`src/rtl/snn_result_tx.sv`:
```
// snn_result_tx: returns SNN classification results to the host over the JTAG mailbox.
// On each iDONE it captures iNEURON, iBALANCE and the start-to-done latency and packs them
// into a 4-word framed record. The host pulls one 32-bit word at a time with a level REQ/ACK
// handshake. Two frame slots (active + pending) absorb back-to-back results. A result that
// fits in neither slot is dropped and counted.
//
// Ports:
//   iCLK       system clock (SNN domain)
//   iRESET     asynchronous, active-high reset
//   iSTART     core start pulse, restarts the latency counter
//   iDONE      core result-valid pulse, captures a frame
//   iNEURON    core output neurons, sampled on iDONE
//   iBALANCE   core balance/debug word, sampled on iDONE
//   iREQ       host word request (level, asynchronous to iCLK)
//   oACK       word acknowledge (level)
//   oDATA      current frame word, stable while oACK=1
//   oWORD_IDX  index of the word on oDATA
//   oVALID     a frame is available in the active slot
//   oDROP_CNT  cumulative dropped results, saturating at 255
module snn_result_tx #(
    parameter int unsigned NUM_NEURONS = 2,
    parameter int unsigned BAL_WIDTH   = 32
) (
    input  logic                   iCLK,
    input  logic                   iRESET,
    input  logic                   iSTART,
    input  logic                   iDONE,
    input  logic [NUM_NEURONS-1:0] iNEURON,
    input  logic [BAL_WIDTH-1:0]   iBALANCE,
    input  logic                   iREQ,
    output logic                   oACK,
    output logic [31:0]            oDATA,
    output logic [1:0]             oWORD_IDX,
    output logic                   oVALID,
    output logic [7:0]             oDROP_CNT
);

    typedef enum logic [1:0] {StIdle, StReady, StAcked} state_t;

    state_t           state;
    logic             reqMeta;
    logic             reqs;
    logic [31:0]      latCnt;
    logic [7:0]       seq;
    logic [7:0]       dropCnt;
    logic [1:0]       wordIdx;
    logic             actFull;
    logic             pendFull;
    logic [3:0][31:0] actFrame;
    logic [3:0][31:0] pendFrame;

    logic [31:0]      latInc;
    logic [31:0]      latCapt;
    logic             consume;
    logic             actFree;
    logic             pendFree;
    logic [3:0][31:0] newFrame;

    always_comb begin
        latInc  = (latCnt == 32'hFFFF_FFFF) ? latCnt : latCnt + 32'd1;
        // The captured count includes the iDONE edge itself; a same-edge start reads 0.
        latCapt = iSTART ? 32'd0 : latInc;
        consume = (state == StAcked) && !reqs && (wordIdx == 2'd3);
        // Slot availability as seen after this edge's consumption/promotion.
        actFree  = !actFull || (consume && !pendFull);
        pendFree = !pendFull || consume;
        newFrame[0] = {8'hA5, seq, dropCnt, 8'(iNEURON)};
        newFrame[1] = 32'(iBALANCE);
        newFrame[2] = latCapt;
        newFrame[3] = newFrame[0] ^ newFrame[1] ^ newFrame[2];
    end

    assign oDROP_CNT = dropCnt;

    // REQ synchronizer
    always_ff @(posedge iCLK or posedge iRESET) begin
        if (iRESET) begin
            reqMeta <= 1'b0;
            reqs    <= 1'b0;
        end else begin
            reqMeta <= iREQ;
            reqs    <= reqMeta;
        end
    end

    // Frame slots, latency counter, sequence and drop counters
    always_ff @(posedge iCLK or posedge iRESET) begin
        if (iRESET) begin
            latCnt    <= 32'd0;
            seq       <= 8'd0;
            dropCnt   <= 8'd0;
            actFull   <= 1'b0;
            pendFull  <= 1'b0;
            actFrame  <= '0;
            pendFrame <= '0;
        end else begin
            latCnt <= latCapt;
            if (consume) begin
                if (pendFull) begin
                    actFrame <= pendFrame;
                    pendFull <= 1'b0;
                end else begin
                    actFull <= 1'b0;
                end
            end
            // Later assignments override the consumption updates above.
            if (iDONE) begin
                if (actFree) begin
                    actFrame <= newFrame;
                    actFull  <= 1'b1;
                    seq      <= seq + 8'd1;
                end else if (pendFree) begin
                    pendFrame <= newFrame;
                    pendFull  <= 1'b1;
                    seq       <= seq + 8'd1;
                end else if (dropCnt != 8'hFF) begin
                    dropCnt <= dropCnt + 8'd1;
                end
            end
        end
    end

    // Host handshake FSM with registered outputs
    always_ff @(posedge iCLK or posedge iRESET) begin
        if (iRESET) begin
            state     <= StIdle;
            wordIdx   <= 2'd0;
            oACK      <= 1'b0;
            oDATA     <= 32'd0;
            oWORD_IDX <= 2'd0;
            oVALID    <= 1'b0;
        end else begin
            unique case (state)
                StIdle: begin
                    oVALID <= 1'b0;
                    if (actFull) begin
                        state  <= StReady;
                        oVALID <= 1'b1;
                    end
                end
                StReady: begin
                    if (reqs) begin
                        oDATA     <= actFrame[wordIdx];
                        oWORD_IDX <= wordIdx;
                        oACK      <= 1'b1;
                        state     <= StAcked;
                    end
                end
                StAcked: begin
                    if (!reqs) begin
                        oACK <= 1'b0;
                        if (wordIdx != 2'd3) begin
                            wordIdx <= wordIdx + 2'd1;
                            state   <= StReady;
                        end else begin
                            wordIdx <= 2'd0;
                            if (pendFull) begin
                                state <= StReady;
                            end else begin
                                state  <= StIdle;
                                oVALID <= 1'b0;
                            end
                        end
                    end
                end
                default: state <= StIdle;
            endcase
        end
    end

endmodule

```
`config.mk`:
```
export PLATFORM = sky130hd
export DESIGN_NAME = snn_result_tx
export DESIGN_NICKNAME = d
export VERILOG_FILES = /design/src/rtl/snn_result_tx.sv
export SDC_FILE = /design/constraint.sdc
export NUM_CORES = 1
export LEC_CHECK = 0
export ABC_AREA = 0
export BUFFER_PORTS_ARGS = -buffer_cell sky130_fd_sc_hd__buf_4
export CORE_MARGIN = 2
export CORE_UTILIZATION = 25
export CTS_CLUSTER_DIAMETER = 30
export DETAILED_ROUTE_END_ITERATION = 7
export SLEW_MARGIN = 15
export SYNTH_ARGS = -nofsm -noshare
export SYNTH_HDL_FRONTEND = slang
export SYNTH_SLANG_ARGS = --single-unit
```
`constraint.sdc`:
```
create_clock -name iCLK -period 22.8 [get_ports iCLK]
set_input_delay 1.14 -clock iCLK [delete_from_list [all_inputs] [get_ports iCLK]]
set_output_delay 1.14 -clock iCLK [all_outputs]
set_load 0.02 [all_outputs]
```
==> metrics.csv, run 1 <==
metric,value,unit
outcome,"complete, no violations",
p_leak,8.705,nW
dr.first_iter.drc_count,850,
endpoint_kind,register,
h-tree-depth,2,
min_path_type,register to register,
rr_worst_depth,9,
track_usage,12.79,%
antenna_cells,0,
fp.dieH,256.9,um
critPathLaunchType,register,
reg2reg_slack,18.16,ns
critPathRequiredTime,23.23,ns
syn_area,0.01599,mm^2
met3_length,1.997,mm
grt-ovfl-total,0,
synth_edf_count,0,
maxCapViolCount,0,
pin_count,83,
fmax,215.6,MHz
whs_path_depth,0,
grt_pass1_vias,12580,
start_util,25.30,%
routed_wl,41.42,mm
antenna_found_initial,2,
cts_sinks,335,
cts_buffer_depth,3,
cts-resized-gates,0,
cp_max_fo,75,
clock_latency,0.58,ns
post_drt_wl_per_cell,15.85,um
ys_types,77,
crit_type,register to register,
vias,12330,
fin_cells,2613,
chipWidth,256.9,um
port_buffers,82,
power-per-cell-area,121.3,mW/mm^2
routed_via_density,4.720,
maxSlewHeadroom,33.19,%
max-vdd-ir-drop,0.07302,mV
post_cts.repair.setup_buffers,0,
arrival,5.07,ns
finalSetupTns,0,ns
drive_above_1_share,17.20,%
r2r_end,pendFrame[111],
die_area,0.06601,mm^2
finalSetupViolCount,0,
totalPowerFinal,2.347,mW
rsz0062_at_grt,no,
layout_min_cycle_time,4.638,ns
antenna_left,0,
syn_area_per_cell,9.496,um^2
area_growth,21.02,%
syn_inst,1684,
async_reset_ff_share,100.0,%
rows,92,
cts_hold_buf,0,
cts-buffers-inserted,58,
layout.nets,1762,
grt_pass1_wl,68.96,mm
route.detailed.drc,0,
dp_hpwl,25.69,mm
worst_r2r_startpoint,wordIdx[1],
core_area,0.06320,mm^2
clkSlewWorstSetupHoldPaths,0.06,ns
skew,0.03120,ns
dpl.cell_count,2505,
dr.max_layer_used,met5,
ys.flop_type,dfrtp_1,
finalCritPeriodShare,20.34,%
drt-pass1-iter-count,5,
cts_root_buf,clkbuf_16,
hold_viol_final,0,
ys_seq_area_share,52.42,%
drt-met1-wl,17.89,mm
synth-seq-cells,335,
hold_end,reqs,
synth.net_count,1727,
wl_met2,20.22,mm
yosys_warnings,0,
worstHoldStart,reqMeta,
tightestPinTransition,1.002,ns
drv_slew,0,
gp_congestion,0.8260,
grt_max_degree,142,
cts_tree,yes,
critical path, cell delays in order (launching register included):
cell and delay [ns]:
dfrtp_1 0.32, buf_4 0.56, ha_1 0.32, and4bb_2 0.35
and2_4 0.52, buf_4 0.87, o21ba_4 0.34, buf_4 0.74
o221a_2 0.33, o21ai_0 0.08
cell type report:
cell class	instances	area [um^2]
tap	846	1059
sequential	335	8384
timing repair buffer	94	718.2
clock buffer	70	1536
inverter	18	75.07
multi-input combinational	1212	7071
fill	6425	43840
clock inverter	38	509.2
power by group:
| group | internal, mW | switching, mW | total (mW) |
|---|---|---|---|
| clock | 0.588 | 0.315 | 0.903 |
| sequential | 0.780 | 0.118 | 0.897 |
| combinational | 0.268 | 0.279 | 0.547 |
| total | 1.64 | 0.712 | 2.35 |
layout by cell type, fill, tap and decap left out, drive strengths merged, types with 29 or more instances in the layout:
| cell | instances |
|---|---|
| nor2 | 107 |
| buf | 94 |
| inv | 29 |
| a31oi | 73 |
| dfrtp | 335 |
| mux2 | 48 |
| xnor2 | 40 |
| mux4 | 32 |
| o21ai | 83 |
| nand2 | 543 |
| clkbuf | 70 |
per-stage QoR:
| step | worst slack (ns) | hold WS (ns) | instance area (um^2) | util, % |
|---|---|---|---|---|
| floorplan | 12.38 | 0.3312 | 15990 | - |
| global placement | 18.24 | 0.3427 | 17310 | 27.39 |
| detailed placement | 18.19 | 0.3347 | 17310 | 27.39 |
| CTS | 18.17 | 0.3465 | 19350 | 30.62 |
| global route | 17.90 | 0.3688 | 19350 | 30.62 |
| finish | 18.16 | 0.3461 | 19350 | 30.62 |
state kept, by name, indices dropped and copies added (netlist names), 2 cells and up:
signal     count
oWORD_IDX      2
seq            8
oDATA         32
wordIdx        2
state          2
pendFrame    115
actFrame     128
oDROP_CNT      8
latCnt        32
synth_stat cells (all sizes together) (3+ instances only):
cell type	count	share of area (%)
a21o	5	0.23
xnor2	40	2.2
dfrtp	335	52
inv	17	0.40
buf	27	0.90
nor3b	6	0.28
nand2b	6	0.23
a211oi	8	0.38
or2	3	0.12
a21oi	21	0.66
ha	4	0.31
nand4	20	0.78
nor2	107	2.5
mux4	32	4.5
xor2	21	1.2
clkbuf	91	2.2
nor4	7	0.46
o22ai	4	0.16
mux2	48	3.4
nand2	543	13
or4	5	0.26
o21ai	83	2.6
a31oi	73	2.9
mux2i	16	1.0
a311oi	4	0.22
nor2b	14	0.55
o211ai	11	0.55
and2	10	0.41
o31ai	6	0.28
and3	26	1.0
or3	9	0.39
a31o	3	0.16
nand3	23	0.83
nor3	14	0.47
and4	9	0.52
kinds of logic (layout without fill, tap and decap cells):
kind of cell,Yosys count,after routing,share of synthesized area (%)
muxes,96,96,8.888
adders and majority gates,4,4,0.3130
DFF,335,335,52.42
xor gates and xnor gates,61,61,3.341
buffers and inverters,137,220,3.576
AOI/OAI and AO/OA,245,245,9.639
and+or+nand+nor,806,806,21.82
metal layers:
layer	GRT usage (%)	vias to the layer above
li1	-	5841
met1	16.15	6094
met2	21.55	311
met3	2.640	83
met4	4.732	4
met5	0	-
worst max-delay path by stage:
stage                    start             end  cells after the start
floorplan               iRESET     actFrame[0]                      1
global placement    wordIdx[1]  pendFrame[111]                      9
detailed placement  wordIdx[1]  pendFrame[111]                      9
CTS                 wordIdx[1]  pendFrame[111]                      9
global route        wordIdx[1]  pendFrame[125]                     10
finish              wordIdx[1]  pendFrame[111]                      9
(Power assumes the default switching activity.)
==> run 2: changes to the inputs <==
- clock period: 22.8 -> 4.4 ns (I/O delays scaled with it)
==> run 2 against run 1 <==
Effect of this change:
- fmax up 45%
- global-route usage about the same
- combinational power rose to 5.3 times the previous value
- clock skew up 0.0025 ns
- clock-buffer cell count down 5
- total power rose to 5.2 times the previous value
- non-clock buffer count up 46
- register-to-register slack worse by 17 ns
- sequential share of layout area down 1.0 points
- worst setup slack worse by 17 ns
- core utilization up 0.72 points
- via count up 1.5%
- largest cell class unchanged
==> metrics.csv, run 2 (same netlist as run 1, synthesis figures left out) <==
metric,value,unit,change
cts_hold_buf,37,,+37
cp_max_fo,14,,-81%
p_leak,8.896,nW,+2.2%
cts_sinks,335,,unchanged
rsz0062_at_grt,no,,
clock_latency,0.60,ns,+0.02 ns
crit_type,register to register,,
pin_count,83,,unchanged
grt-ovfl-total,0,,unchanged
fillers,6405,,-0.31%
routed_wl,42.36,mm,+2.3%
finalSetupViolCount,0,,unchanged
clkSlewWorstSetupHoldPaths,0.06,ns,about the same
critPathLaunchType,register,,
chipWidth,256.9,um,unchanged
cts_root_buf,clkbuf_16,,
finalSetupTns,0,ns,unchanged
min_path_type,input pin to register,,
final_common_cell,nand2_1,,
dpl.cell_count,2514,,+0.36%
port_buffers,82,,unchanged
gp_congestion,0.8536,,+3.3%
antenna_left,0,,unchanged
die_area,0.06601,mm^2,unchanged
arrival,3.67,ns,-1.40 ns
area_growth,23.86,%,
core_area,0.06320,mm^2,unchanged
cts-buffers-inserted,58,,unchanged
start_util,25.30,%,unchanged
drive_above_1_share,17.74,%,+0.54 points
drt-pass1-iter-count,8,,+3
post_cts.repair.setup_buffers,0,,unchanged
drv_slew,0,,unchanged
routed_via_density,4.701,,-0.39%
maxSlewHeadroom,30.83,%,-2.4 points
grt_max_degree,161,,+13%
dr.first_iter.drc_count,822,,-3.3%
largest_reg_flops,128,,unchanged
max-vdd-ir-drop,0.2732,mV,+270%
layout.nets,1808,,+2.6%
largest_register,actFrame,,
skew,0.03373,ns,+0.002528 ns
critPathRequiredTime,4.86,ns,-18.37 ns
tightestPinTransition,1.035,ns,+0.03269 ns
vias,12520,,+1.5%
fmax,311.8,MHz,+45%
crit_buf_inv,0,,-3
cts_buffer_depth,3,,unchanged
power-per-cell-area,611.3,mW/mm^2,+400%
fp.dieH,256.9,um,unchanged
fin_cells,2662,,+1.9%
maxCapViolCount,0,,unchanged
cts-resized-gates,0,,unchanged
cts_tree,yes,,
finalCritPeriodShare,72.88,%,+53 points
final_util,31.34,%,+0.72 points
slowest_delay,0.76,ns,-0.11 ns
crit_family,simple AND/OR/NAND/NOR gates,,
cp_slowest_cell,nor2_1,,
outcome,"complete, no violations",,
critical_path.cell_chain,ha_1 -> and4_2 -> nand4_1 -> nor2_1 -> a21boi_0 -> a21o_1 -> a31o_2,,
rows,92,,unchanged
antenna_found_initial,4,,+2
grt_pass1_wl,68.71,mm,-0.36%
dp_hpwl,26.67,mm,+3.8%
post_drt_wl_per_cell,15.91,um,+0.39%
route.detailed.drc,0,,unchanged
h-tree-depth,2,,unchanged
endpoint_kind,register,,
hold_viol_final,0,,unchanged
top_regs,"actFrame x128, pendFrame x115",,
most-common-layout-cells,"540 x nand2_1, 334 x dfrtp_1, 107 x nor2_1, 98 x buf_4, 83 x o21ai_0",,
track_usage,12.76,%,-0.027 points
layout_min_cycle_time,3.207,ns,-1.431 ns
grt_pass1_vias,12540,,-0.33%
[run 2: cell types whose count changed in the layout (fill, tap and decap cells not counted), sizes merged]
cell         before  now
bufinv            9    6
clkinv           16   21
clkinvlp          2    9
diode             0    1
clkbuf           70   65
dlygate4sd3       0   37
buf              94  103
inv              29   27
[run 2: power breakdown]
group / leakage, nW / switching (mW) / internal, mW
clock: 0.979 / 1.67 / 2.90
sequential: 4.06 / 0.611 / 4.04
combinational: 3.85 / 1.47 / 1.42
total: 8.90 / 3.75 / 8.36
[run 2: stage by stage]
| step | power [mW] | hold WS [ns] | instance area, um^2 | worst slack (ns) |
|---|---|---|---|---|
| floorplan | 6.603 | 0.2514 | 16000 | -0.2966 |
| global placement | 7.483 | 0.3350 | 17420 | 1.363 |
| detailed placement | 7.603 | 0.3349 | 17420 | 1.298 |
| CTS | 12.28 | 0.1113 | 19810 | 1.260 |
| global route | 12.76 | 0.1662 | 19810 | 0.8173 |
| finish | 12.11 | 0.1449 | 19810 | 1.193 |
[run 2: area by class of cell]
type	count	area (um^2)	area share, %
Antenna cell	1	2.502	0.01263
Clock buffer	65	1538	7.763
Clock inverter	45	476.7	2.407
Inverter	18	71.32	0.3601
Multi-Input combinational cell	1212	7071	35.70
Sequential cell	335	8384	42.33
Tap cell	846	1059	5.344
Timing Repair Buffer	140	1206	6.089
[run 2: final timing paths]
| path | startpoint | to | slack, ns | depth (start not counted) |
|---|---|---|---|---|
| hold / removal | iSTART | latCnt[7] | 0.14 | 2 |
| hold reg to reg | reqMeta | reqs | 0.44 | 0 |
| setup / recovery | latCnt[0] | pendFrame[115] | 1.19 | 7 |
| min in group asynchronous | iRESET | pendFrame[105] | 0.40 | 4 |
| setup reg to reg | latCnt[0] | pendFrame[115] | 1.19 | 7 |
| max in group asynchronous | iRESET | latCnt[11] | 3.15 | 4 |
[run 2: metal layers]
| metal | GRT usage (%) | wire length, um |
|---|---|---|
| met3 | 2.719 | 2038 |
| met5 | 0 | 44 |
| met1 | 15.92 | 18140 |
| met2 | 21.91 | 20950 |
| met4 | 4.231 | 1192 |
[run 2: worst register-to-register path, stage by stage (launching register included)]
cell and delay [ns]:
dfrtp_1 0.43, ha_1 0.26, and4_2 0.27, nand4_1 0.51, nor2_1 0.76, a21boi_0 0.33, a21o_1 0.26, a31o_2 0.24
